[src/rtl/ir_decode_pipe_if.sv]
//------------------------------------------------------------------------------
// Module      : ir_decode_pipe_if
// Description : Fetch-side handshake and decoded head-entry bus of ir_decode_pipe.
// Revision    : 1.0 - initial release
//------------------------------------------------------------------------------
`default_nettype none

interface ir_decode_pipe_if #(
  parameter int IW   = 32,
  parameter int OPW  = 6,
  parameter int REGW = 5,
  parameter int XLEN = 32
);

  logic            flush;
  logic            in_valid;
  logic            in_ready;
  logic [IW-1:0]   in_inst;
  logic            out_valid;
  logic            out_ready;
  logic [OPW-1:0]  opcode;
  logic [REGW-1:0] rz;
  logic [REGW-1:0] ry;
  logic [REGW-1:0] rx;
  logic [XLEN-1:0] imm;
  logic            uses_imm;
  logic            is_mem;
  logic            is_branch;
  logic            is_fp;
  logic            illegal;

  // Environment side: fetch producer plus downstream consumer
  modport master (
    output flush, in_valid, in_inst, out_ready,
    input  in_ready, out_valid, opcode, rz, ry, rx, imm,
           uses_imm, is_mem, is_branch, is_fp, illegal
  );

  modport slave (
    input  flush, in_valid, in_inst, out_ready,
    output in_ready, out_valid, opcode, rz, ry, rx, imm,
           uses_imm, is_mem, is_branch, is_fp, illegal
  );

endinterface

`default_nettype wire

[src/rtl/ir_decode_pipe.sv]
//------------------------------------------------------------------------------
// Module      : ir_decode_pipe
// Description : 2-entry skid FIFO of instruction words, decoded on write.
//               Optional macro IR_ILLEGAL_TRAP_EN flags opcodes above JR..FPMULT.
// Revision    : 1.0 - initial release
//------------------------------------------------------------------------------
`default_nettype none

module ir_decode_pipe #(
  parameter int IW   = 32,
  parameter int OPW  = 6,
  parameter int REGW = 5,
  parameter int IMMW = 16,
  parameter int XLEN = 32
) (
  input  logic              clk,
  input  logic              rst_n,
  ir_decode_pipe_if.slave   bus
);

  localparam logic [OPW-1:0] OP_ADDI   = OPW'(1);
  localparam logic [OPW-1:0] OP_SUBI   = OPW'(3);
  localparam logic [OPW-1:0] OP_ANDI   = OPW'(5);
  localparam logic [OPW-1:0] OP_ORI    = OPW'(7);
  localparam logic [OPW-1:0] OP_LDI    = OPW'(9);
  localparam logic [OPW-1:0] OP_LUI    = OPW'(10);
  localparam logic [OPW-1:0] OP_LW     = OPW'(11);
  localparam logic [OPW-1:0] OP_LWI    = OPW'(12);
  localparam logic [OPW-1:0] OP_SW     = OPW'(13);
  localparam logic [OPW-1:0] OP_SWI    = OPW'(14);
  localparam logic [OPW-1:0] OP_BNZ    = OPW'(15);
  localparam logic [OPW-1:0] OP_BPL    = OPW'(16);
  localparam logic [OPW-1:0] OP_JMP    = OPW'(17);
  localparam logic [OPW-1:0] OP_JAL    = OPW'(18);
  localparam logic [OPW-1:0] OP_JR     = OPW'(19);
  localparam logic [OPW-1:0] OP_FPADD  = OPW'(20);
  localparam logic [OPW-1:0] OP_FPMULT = OPW'(21);

  localparam logic [1:0] C_DEPTH = 2'd2;

  typedef struct packed {
    logic [OPW-1:0]  opcode;
    logic [REGW-1:0] rz;
    logic [REGW-1:0] ry;
    logic [REGW-1:0] rx;
    logic [XLEN-1:0] imm;
    logic            uses_imm;
    logic            is_mem;
    logic            is_branch;
    logic            is_fp;
    logic            illegal;
  } entry_t;

  // ---------------------------------------------------------------------------
  // Field extraction and immediate extension of the incoming word
  // ---------------------------------------------------------------------------
  logic [OPW-1:0]    w_op;
  logic [REGW-1:0]   w_rz;
  logic [REGW-1:0]   w_ry;
  logic [REGW-1:0]   w_rx;
  logic [IMMW-1:0]   w_raw;
  logic [2*IMMW-1:0] w_lui;
  logic [XLEN-1:0]   w_imm_sext;
  logic [XLEN-1:0]   w_imm_zext;
  logic [XLEN-1:0]   w_imm_lui;

  assign w_op       = bus.in_inst[IW-1 -: OPW];
  assign w_rz       = bus.in_inst[IW-OPW-1 -: REGW];
  assign w_ry       = bus.in_inst[IW-OPW-REGW-1 -: REGW];
  assign w_rx       = bus.in_inst[IW-OPW-2*REGW-1 -: REGW];
  assign w_raw      = bus.in_inst[IMMW-1:0];
  assign w_lui      = {w_raw, {IMMW{1'b0}}};
  assign w_imm_sext = {{(XLEN-IMMW){w_raw[IMMW-1]}}, w_raw};
  assign w_imm_zext = XLEN'(w_raw);
  assign w_imm_lui  = XLEN'(w_lui);

  entry_t dec_d;

  always_comb begin
    dec_d           = '0;
    dec_d.opcode    = w_op;
    dec_d.rz        = w_rz;
    dec_d.ry        = w_ry;
    dec_d.uses_imm  = w_op inside {OP_ADDI, OP_SUBI, OP_ANDI, OP_ORI, OP_LDI,
                                   OP_LUI, OP_LWI, OP_SWI, OP_BNZ, OP_BPL,
                                   OP_JMP, OP_JAL};
    dec_d.is_mem    = w_op inside {OP_LW, OP_LWI, OP_SW, OP_SWI};
    dec_d.is_branch = w_op inside {OP_BNZ, OP_BPL, OP_JMP, OP_JAL, OP_JR};
    dec_d.is_fp     = w_op inside {OP_FPADD, OP_FPMULT};

    if (dec_d.uses_imm) begin
      if (w_op inside {OP_ANDI, OP_ORI, OP_LDI}) begin
        dec_d.imm = w_imm_zext;
      end else if (w_op == OP_LUI) begin
        dec_d.imm = w_imm_lui;
      end else begin
        dec_d.imm = w_imm_sext;
      end
    end else begin
      dec_d.rx = w_rx;
    end

`ifdef IR_ILLEGAL_TRAP_EN
    // Class flags are already clear for unmapped opcodes; only rx needs masking
    if (w_op > OP_FPMULT) begin
      dec_d.rx      = '0;
      dec_d.illegal = 1'b1;
    end
`endif
  end

  // ---------------------------------------------------------------------------
  // FIFO control
  // ---------------------------------------------------------------------------
  entry_t     mem_q [2];
  logic       rd_ptr_q;
  logic       rd_ptr_d;
  logic       wr_ptr_q;
  logic       wr_ptr_d;
  logic [1:0] count_q;
  logic [1:0] count_d;
  logic       w_push;
  logic       w_pop;
  logic       w_in_ready;
  logic       w_out_valid;

  // Ready depends only on registered occupancy and flush, never on out_ready
  assign w_in_ready  = (count_q < C_DEPTH) && !bus.flush;
  assign w_out_valid = (count_q != 2'd0);
  assign w_push      = bus.in_valid && w_in_ready;
  assign w_pop       = w_out_valid && bus.out_ready;

  always_comb begin
    rd_ptr_d = rd_ptr_q;
    wr_ptr_d = wr_ptr_q;
    count_d  = count_q;
    if (bus.flush) begin
      rd_ptr_d = 1'b0;
      wr_ptr_d = 1'b0;
      count_d  = 2'd0;
    end else begin
      if (w_push) begin
        wr_ptr_d = ~wr_ptr_q;
      end
      if (w_pop) begin
        rd_ptr_d = ~rd_ptr_q;
      end
      case ({w_push, w_pop})
        2'b10:   count_d = count_q + 2'd1;
        2'b01:   count_d = count_q - 2'd1;
        default: count_d = count_q;
      endcase
    end
  end

  always_ff @(posedge clk or negedge rst_n) begin
    if (!rst_n) begin
      rd_ptr_q <= 1'b0;
      wr_ptr_q <= 1'b0;
      count_q  <= 2'd0;
      for (int i = 0; i < 2; i++) begin
        mem_q[i] <= '0;
      end
    end else begin
      rd_ptr_q <= rd_ptr_d;
      wr_ptr_q <= wr_ptr_d;
      count_q  <= count_d;
      if (w_push) begin
        mem_q[wr_ptr_q] <= dec_d;
      end
    end
  end

  // ---------------------------------------------------------------------------
  // Head entry outputs, forced to zero while the FIFO is empty
  // ---------------------------------------------------------------------------
  entry_t w_head;

  assign w_head = w_out_valid ? mem_q[rd_ptr_q] : '0;

  assign bus.in_ready  = w_in_ready;
  assign bus.out_valid = w_out_valid;
  assign bus.opcode    = w_head.opcode;
  assign bus.rz        = w_head.rz;
  assign bus.ry        = w_head.ry;
  assign bus.rx        = w_head.rx;
  assign bus.imm       = w_head.imm;
  assign bus.uses_imm  = w_head.uses_imm;
  assign bus.is_mem    = w_head.is_mem;
  assign bus.is_branch = w_head.is_branch;
  assign bus.is_fp     = w_head.is_fp;
  assign bus.illegal   = w_head.illegal;

endmodule

`default_nettype wire

[src/flat_wrapper.sv]
// flat-port wrapper written by rule: the top's interface ports become plain ports
module ir_decode_pipe_flat 
#(
  parameter int IW   = 32,
  parameter int OPW  = 6,
  parameter int REGW = 5,
  parameter int IMMW = 16,
  parameter int XLEN = 32
)
  (clk, rst_n, bus_flush, bus_in_valid, bus_in_inst, bus_out_ready, bus_in_ready, bus_out_valid, bus_opcode, bus_rz, bus_ry, bus_rx, bus_imm, bus_uses_imm, bus_is_mem, bus_is_branch, bus_is_fp, bus_illegal);
  ir_decode_pipe_if #(.IW(IW), .OPW(OPW), .REGW(REGW), .XLEN(XLEN)) bus_i ();
  input  logic clk;
  input  logic rst_n;
  input wire logic [$bits(bus_i.flush)-1:0] bus_flush;
  input wire logic [$bits(bus_i.in_valid)-1:0] bus_in_valid;
  input wire logic [$bits(bus_i.in_inst)-1:0] bus_in_inst;
  input wire logic [$bits(bus_i.out_ready)-1:0] bus_out_ready;
  output wire logic [$bits(bus_i.in_ready)-1:0] bus_in_ready;
  output wire logic [$bits(bus_i.out_valid)-1:0] bus_out_valid;
  output wire logic [$bits(bus_i.opcode)-1:0] bus_opcode;
  output wire logic [$bits(bus_i.rz)-1:0] bus_rz;
  output wire logic [$bits(bus_i.ry)-1:0] bus_ry;
  output wire logic [$bits(bus_i.rx)-1:0] bus_rx;
  output wire logic [$bits(bus_i.imm)-1:0] bus_imm;
  output wire logic [$bits(bus_i.uses_imm)-1:0] bus_uses_imm;
  output wire logic [$bits(bus_i.is_mem)-1:0] bus_is_mem;
  output wire logic [$bits(bus_i.is_branch)-1:0] bus_is_branch;
  output wire logic [$bits(bus_i.is_fp)-1:0] bus_is_fp;
  output wire logic [$bits(bus_i.illegal)-1:0] bus_illegal;
  assign bus_i.flush = bus_flush;
  assign bus_i.in_valid = bus_in_valid;
  assign bus_i.in_inst = bus_in_inst;
  assign bus_i.out_ready = bus_out_ready;
  assign bus_in_ready = bus_i.in_ready;
  assign bus_out_valid = bus_i.out_valid;
  assign bus_opcode = bus_i.opcode;
  assign bus_rz = bus_i.rz;
  assign bus_ry = bus_i.ry;
  assign bus_rx = bus_i.rx;
  assign bus_imm = bus_i.imm;
  assign bus_uses_imm = bus_i.uses_imm;
  assign bus_is_mem = bus_i.is_mem;
  assign bus_is_branch = bus_i.is_branch;
  assign bus_is_fp = bus_i.is_fp;
  assign bus_illegal = bus_i.illegal;
  ir_decode_pipe #(.IW(IW), .OPW(OPW), .REGW(REGW), .IMMW(IMMW), .XLEN(XLEN)) u_core (.clk(clk), .rst_n(rst_n), .bus(bus_i));
endmodule
[config.mk]
export PLATFORM = sky130hd
export DESIGN_NAME = ir_decode_pipe_flat
export DESIGN_NICKNAME = d
export VERILOG_FILES = /design/src/rtl/ir_decode_pipe_if.sv /design/src/rtl/ir_decode_pipe.sv /design/src/flat_wrapper.sv
export SDC_FILE = /design/constraint.sdc
export NUM_CORES = 1
export LEC_CHECK = 0
export CAP_MARGIN = 20
export CORE_MARGIN = 4
export CORE_UTILIZATION = 40
export CTS_BUF_LIST = sky130_fd_sc_hd__clkbuf_4 sky130_fd_sc_hd__clkbuf_8
export CTS_CLUSTER_DIAMETER = 120
export DETAILED_ROUTE_END_ITERATION = 16
export GPL_ROUTABILITY_DRIVEN = 0
export GPL_TIMING_DRIVEN = 0
export PLACE_DENSITY = 0.69
export RECOVER_POWER = 50
export SLEW_MARGIN = 0
export SYNTH_ARGS = -nofsm -noshare
export SYNTH_HDL_FRONTEND = slang
export SYNTH_SLANG_ARGS = --single-unit
[constraint.sdc]
create_clock -name clk -period 2.4 [get_ports clk]
set_clock_uncertainty 0.15 [all_clocks]
set_input_delay 0.48 -clock clk [delete_from_list [all_inputs] [get_ports clk]]
set_output_delay 0.48 -clock clk [all_outputs]
set_load 0.1 [all_outputs]
Word level (Yosys, flattened, before mapping)
Cells that the tools add are included.
- reductions and logical operators: 14
- eq/ne operators: 19
- magnitude comparators: 4
- muxes and demuxes: 17
- bitwise operators: 4
- $add $sub $neg: 2
- operators by type and width (kind ; count):
    $mux 58 ; 5
    $bwmux 116 ; 1
    $mux 32 ; 2
    $demux 58 s1 ; 1
    $eq 6x4->1 const B ; 7
    $eq 6x5->1 const B ; 6
    $mux 31 ; 1
    $eq 6x3->1 const B ; 2
    $reduce_bool 12->1 ; 1
    $reduce_bool 2->1 ; 4
    $eq 6x1->1 const B ; 1
    $eq 6x2->1 const B ; 1
    $reduce_bool 3->1 ; 2
    $mux 5 ; 1
    $reduce_bool 5->1 ; 1
    $ge 2x2->1 const B ; 2
    $logic_and 1x1->1 ; 4
    $mux 1 ; 4
    $not 1->2 ; 2
    $pmux 2 s2 ; 1
    $reduce_bool 4->1 ; 1
    $add 2x1->2 const B ; 1
    $eq 2x1->1 const B ; 1
    $eq 2x2->1 const B ; 1
    other kinds (6) ; 7
- logic and storage cells: 83
- register bits after elaboration: 120
- input port bits: 37

Depth between registers and ports, before layout
- depth in word-level cells: 6
- depth in mapped cells: 6
- depth with buffers taken out: 5

Least setup slack after synthesis
OpenSTA, ideal clock, no wires.
- kind: flip-flop to output port
- start point: reg u_core.rd_ptr_q
- end point: out bus_opcode[0]
- required time: 1770 ps
- data arrival time: 2324 ps
- path slack: -554 ps
- path buffers: 3
- stages on the path, launching flop included: 6
- cells stage by stage: dfrtp_1 clkbuf_1 buf_2 buf_2 mux2i_1 nor2_1
- cells in the longest elaborated chain, start to end: 5
- ends and longest elaborated chain (item ; RTL line ; text):
    from (decl) ; ir_decode_pipe.sv:116 ; logic rd_ptr_q;
    from (signal assigned) ; ir_decode_pipe.sv:165 ; rd_ptr_q <= rd_ptr_d;
    $not 1->2 (not written as such) ; ir_decode_pipe.sv:179 ; assign w_head = w_out_valid ? mem_q[rd_ptr_q] : '0;
    $mux 58 (not written as such) (3 in series) ; ir_decode_pipe.sv:179 ;
    $mux 58 ; ir_decode_pipe.sv:179 ;
    to (decl) ; flat_wrapper.sv:20 ; output wire logic [$bits(bus_i.opcode)-1:0] bus_opcode;
No other way between the ends. The select of a mux whose other input is x is not followed.

Worst setup path after layout
- start point: reg u_core.count_q[0]
- end point: out bus_rx[4]
- cells in the longest elaborated chain, start to end: 2
- ends and longest elaborated chain (item ; RTL line ; text):
    from (decl) ; ir_decode_pipe.sv:120 ; logic [1:0] count_q;
    from (signal assigned) ; ir_decode_pipe.sv:167 ; count_q <= count_d;
    $reduce_bool 2->1 ; ir_decode_pipe.sv:129 ; assign w_out_valid = (count_q != 2'd0);
    $mux 58 ; ir_decode_pipe.sv:179 ;
    to (decl) ; flat_wrapper.sv:23 ; output wire logic [$bits(bus_i.rx)-1:0] bus_rx;
No other way between the ends.

==> metrics.yaml <==
cells_and_area:
  diodes: 0
  drive_above_1_share: 0.295
  fillers: 1167
  syn_to_final_growth_pct: 48.8
  final_net_count: 811
floorplanning:
  die-area_mm2: 0.0164
  die-width_um: 128
  die_y_um: 128
  fp-row-count: 43
  core_area_mm2: 0.0140
  top_level_ports: 97
  initial_util: 0.412
global_routing:
  first_pass_grt_wire_length_mm: 27.2
  grt.total_usage: 0.214
  antenna_found_initial: 0
  grt_overflow_total: 0
  grt_max_degree: 69
  first_global_vias: 5190
logic_synthesis:
  mappedNetlistNets: 685
  synth_largest_area_cell: "sky130_fd_sc_hd__dfrtp_1"
  post_synth_and_or_nand_nor_area_fraction: 0.209
  dominantRegCellSynth: "sky130_fd_sc_hd__dfrtp_1"
  synthesis.instances: 648
  netlist_area_mm2: 0.00576
  synth_compound_area_frac: 0.124
  post_synth_xor_area_fraction: 0.00456
  ys.warnings.count: 0
  synth_area_in_adders: 0.00174
  ys_top_cells_by_count: "sky130_fd_sc_hd__nand2_1, sky130_fd_sc_hd__dfrtp_1, sky130_fd_sc_hd__nor2_1, sky130_fd_sc_hd__mux2i_1, sky130_fd_sc_hd__o21ai_0"
  synth_enable_flop_cells: 0
  syn-mean-instance-area_um2: 8.89
  synth_sequential_area_ratio: 0.512
  synth_top_area_share: 0.512
  post-synth-top-count-cell: "sky130_fd_sc_hd__nand2_1"
  main_combinational_cell_family_by_area_after_synthesis: "simple AND/OR/NAND/NOR gates"
  post_synth_num_cell_types: 43
  yosys-mux-area-fraction: 0.103
  netlist_top_cells_area: "sky130_fd_sc_hd__dfrtp_1, sky130_fd_sc_hd__nand2_1, sky130_fd_sc_hd__mux2i_1, sky130_fd_sc_hd__nor2_1, sky130_fd_sc_hd__o31ai_1"
  postSynthRegisterBits: 118
  async_set_or_reset_flop_fraction_in_the_synthesized_netlist: 1.00
routing:
  routed_via_density: 5.37
  dr.pass1.iters: 5
  routed_wl_mm: 17.7
  drc_errors: 0
  final_antenna_net_count: 0
  post_drt_wl_per_cell_um: 18.3
  drt_iter0_drc: 424
  detailroute.via_count: 5188
timing:
  grt_setup_unrepaired: "true"
  setup_slack_ns: 0.00663
  max_slew_margin: 0.0902
  max_clk_rate_mhz: 418
  timing.final.crit_period_ns: 2.39
  drv_slew: 0
  holdWs_ns: 0.174
  report.final.setup_viol: 0
  worstMarginPinSlew_ns: 1.36
  hold_violations: 0
  post-route-period-util: 0.997
cts:
  clkSlewWorstSetupHoldPaths_ns: 0.07
  tritoncts_num_sinks: 118
  cts_tree: "built"
  clock_latency_on_the_worst_skew_pair_ns: 0.43
  tritoncts.num_buffers: 17
  cts-root-to-sink-buffers: 2
  htree_levels: 4
  root_buffer_master: "sky130_fd_sc_hd__clkbuf_8"
min_path:
  worst_hold_path.num_cells: 2
  timing.hold.worst.class: "input port to register"
  hp-start: "bus_flush"
  min_to: "u_core.count_q[1]"
worst_setup_path:
  worst_setup_path_end_kind: "output port"
  highest_fanout_seen_on_the_critical_path: 7
  startpoint_type: "register"
  ff2ff_setup_slack_ns: 0.12
  rr_worst_depth: 7
  cp_data_required_time_ns: 1.77
  critical_path.reg2reg.startpoint: "u_core.count_q[1]"
  arrival_ns: 1.76
  worstReg2RegEnd: "u_core.mem_q[35]"
  timing_worst_setup_path_type: "register to output port"
place:
  count_of_buffers_inserted_at_the_top_level_ports: 92
  detailed_place_hpwl_mm: 12.0
  place_worst_setup_slack_ns: -1.27
power:
  vdd_drop_max_mv: 0.600
  totalPowerFinal_mw: 6.55
  p_per_area_mw_per_mm2: 764
  power.static_leakage_nw: 3.56
run_status:
  outcome: "completed"
run:
  maxCapViolations: 0
==> power by group <==
group	switching [mW]	leakage (nW)	internal (mW)
registers	0.266	1.56	2.30
clock network	0.800	0.216	1.10
logic	1.28	1.79	0.805
total	2.34	3.56	4.21
==> cells in the final DEF (no fill, tap or decap), types with 7 or more instances in the layout <==
cell type,count
sky130_fd_sc_hd__o31ai_1,30
sky130_fd_sc_hd__nand2_1,207
sky130_fd_sc_hd__nor2_1,14
sky130_fd_sc_hd__clkbuf_1,19
sky130_fd_sc_hd__dfrtp_1,116
sky130_fd_sc_hd__buf_12,35
sky130_fd_sc_hd__o21ai_0,44
sky130_fd_sc_hd__nor2_2,21
sky130_fd_sc_hd__buf_6,11
sky130_fd_sc_hd__o21ai_1,7
sky130_fd_sc_hd__clkbuf_8,21
sky130_fd_sc_hd__mux2i_4,20
sky130_fd_sc_hd__clkbuf_4,10
sky130_fd_sc_hd__nor2_4,31
sky130_fd_sc_hd__mux2i_1,27
sky130_fd_sc_hd__buf_4,23
sky130_fd_sc_hd__clkdlybuf4s50_1,31
sky130_fd_sc_hd__mux2i_2,10
sky130_fd_sc_hd__buf_2,12
sky130_fd_sc_hd__a31oi_1,15
==> logic make-up after synthesis <==
group / after synthesis
multiplexers: 59
flip-flops: 118
AND/OR/NAND/NOR: 296
adder cells (fa/ha/maj): 1
AO/OA/AOI/OAI: 113
buffers and inverters: 57
other: 1
XOR/XNOR: 3
==> routing by layer <==
metal | GRT usage | share of wire | up-vias
li1 | - | - | 2422
met1 | 0.279 | 0.42 | 2509
met2 | 0.347 | 0.49 | 224
met3 | 0.0554 | 0.069 | 33
met4 | 0.0724 | 0.022 | 0
met5 | 0 | 0 | -
==> state kept, by name (all words and copies together) (netlist names) <==
register and flops:
u_core.mem_q 114, u_core.rd_ptr_q 1, u_core.wr_ptr_q 1, u_core.count_q 2
==> critical path, stage by stage, from the launching register on <==
cell	delay, ns
sky130_fd_sc_hd__dfrtp_1	0.43
sky130_fd_sc_hd__nor2_4	0.25
sky130_fd_sc_hd__clkbuf_16	0.25
sky130_fd_sc_hd__clkbuf_16	0.18
sky130_fd_sc_hd__nor2_4	0.05
sky130_fd_sc_hd__buf_12	0.16
==> cell type report <==
| cell class | instances | area [µm²] | area share |
|---|---|---|---|
| Buffer | 53 | 420 | 0.0490 |
| Clock buffer | 22 | 284 | 0.0331 |
| Clock inverter | 10 | 128 | 0.0149 |
| Inverter | 3 | 11.3 | 0.00131 |
| Multi-Input combinational cell | 473 | 3120 | 0.364 |
| Sequential cell | 118 | 2960 | 0.345 |
| Tap cell | 180 | 225 | 0.0263 |
| Timing Repair Buffer | 108 | 1430 | 0.167 |
==> worst max-delay path by stage <==
stage,endpoint,depth (start not counted),slack [ns],startpoint
finish,bus_rx[4],5,0.007,u_core.count_q[0]
CTS,bus_imm[30],5,-0.01,u_core.count_q[1]
global placement,u_core.mem_q[108],1,-3.62,rst_n
floorplan,bus_imm[19],4,-0.28,u_core.rd_ptr_q
detailed placement,bus_imm[30],5,-1.27,u_core.count_q[1]
global route,bus_rx[4],5,-0.06,u_core.count_q[1]
==> stage by stage <==
step           cells  area (µm²)  setup TNS [ns]  utilization
2_1_floorplan    648        6040           -1.90            -
5_1_grt          967        8570           -1.21        0.613
4_1_cts          959        8100         -0.0291        0.579
6_report         967        8570               0        0.613
3_3_place_gp     920        7180         -501.37        0.514
3_5_place_dp     921        7210          -80.72        0.515
==> timing repair <==
| action | in CTS | in global routing |
|---|---|---|
| endpoints found under the hold margin | 50 | 0 |
| cloned | 1 | 6 |
| gates resized for setup | 473 | 80 |
| setup buffers | 5 | 3 |
| setup endpoints to repair | 59 | 60 |
| pin swaps | 2 | 17 |
| hold buffers | 1 | 0 |
Power figures use the tool's default switching activity.
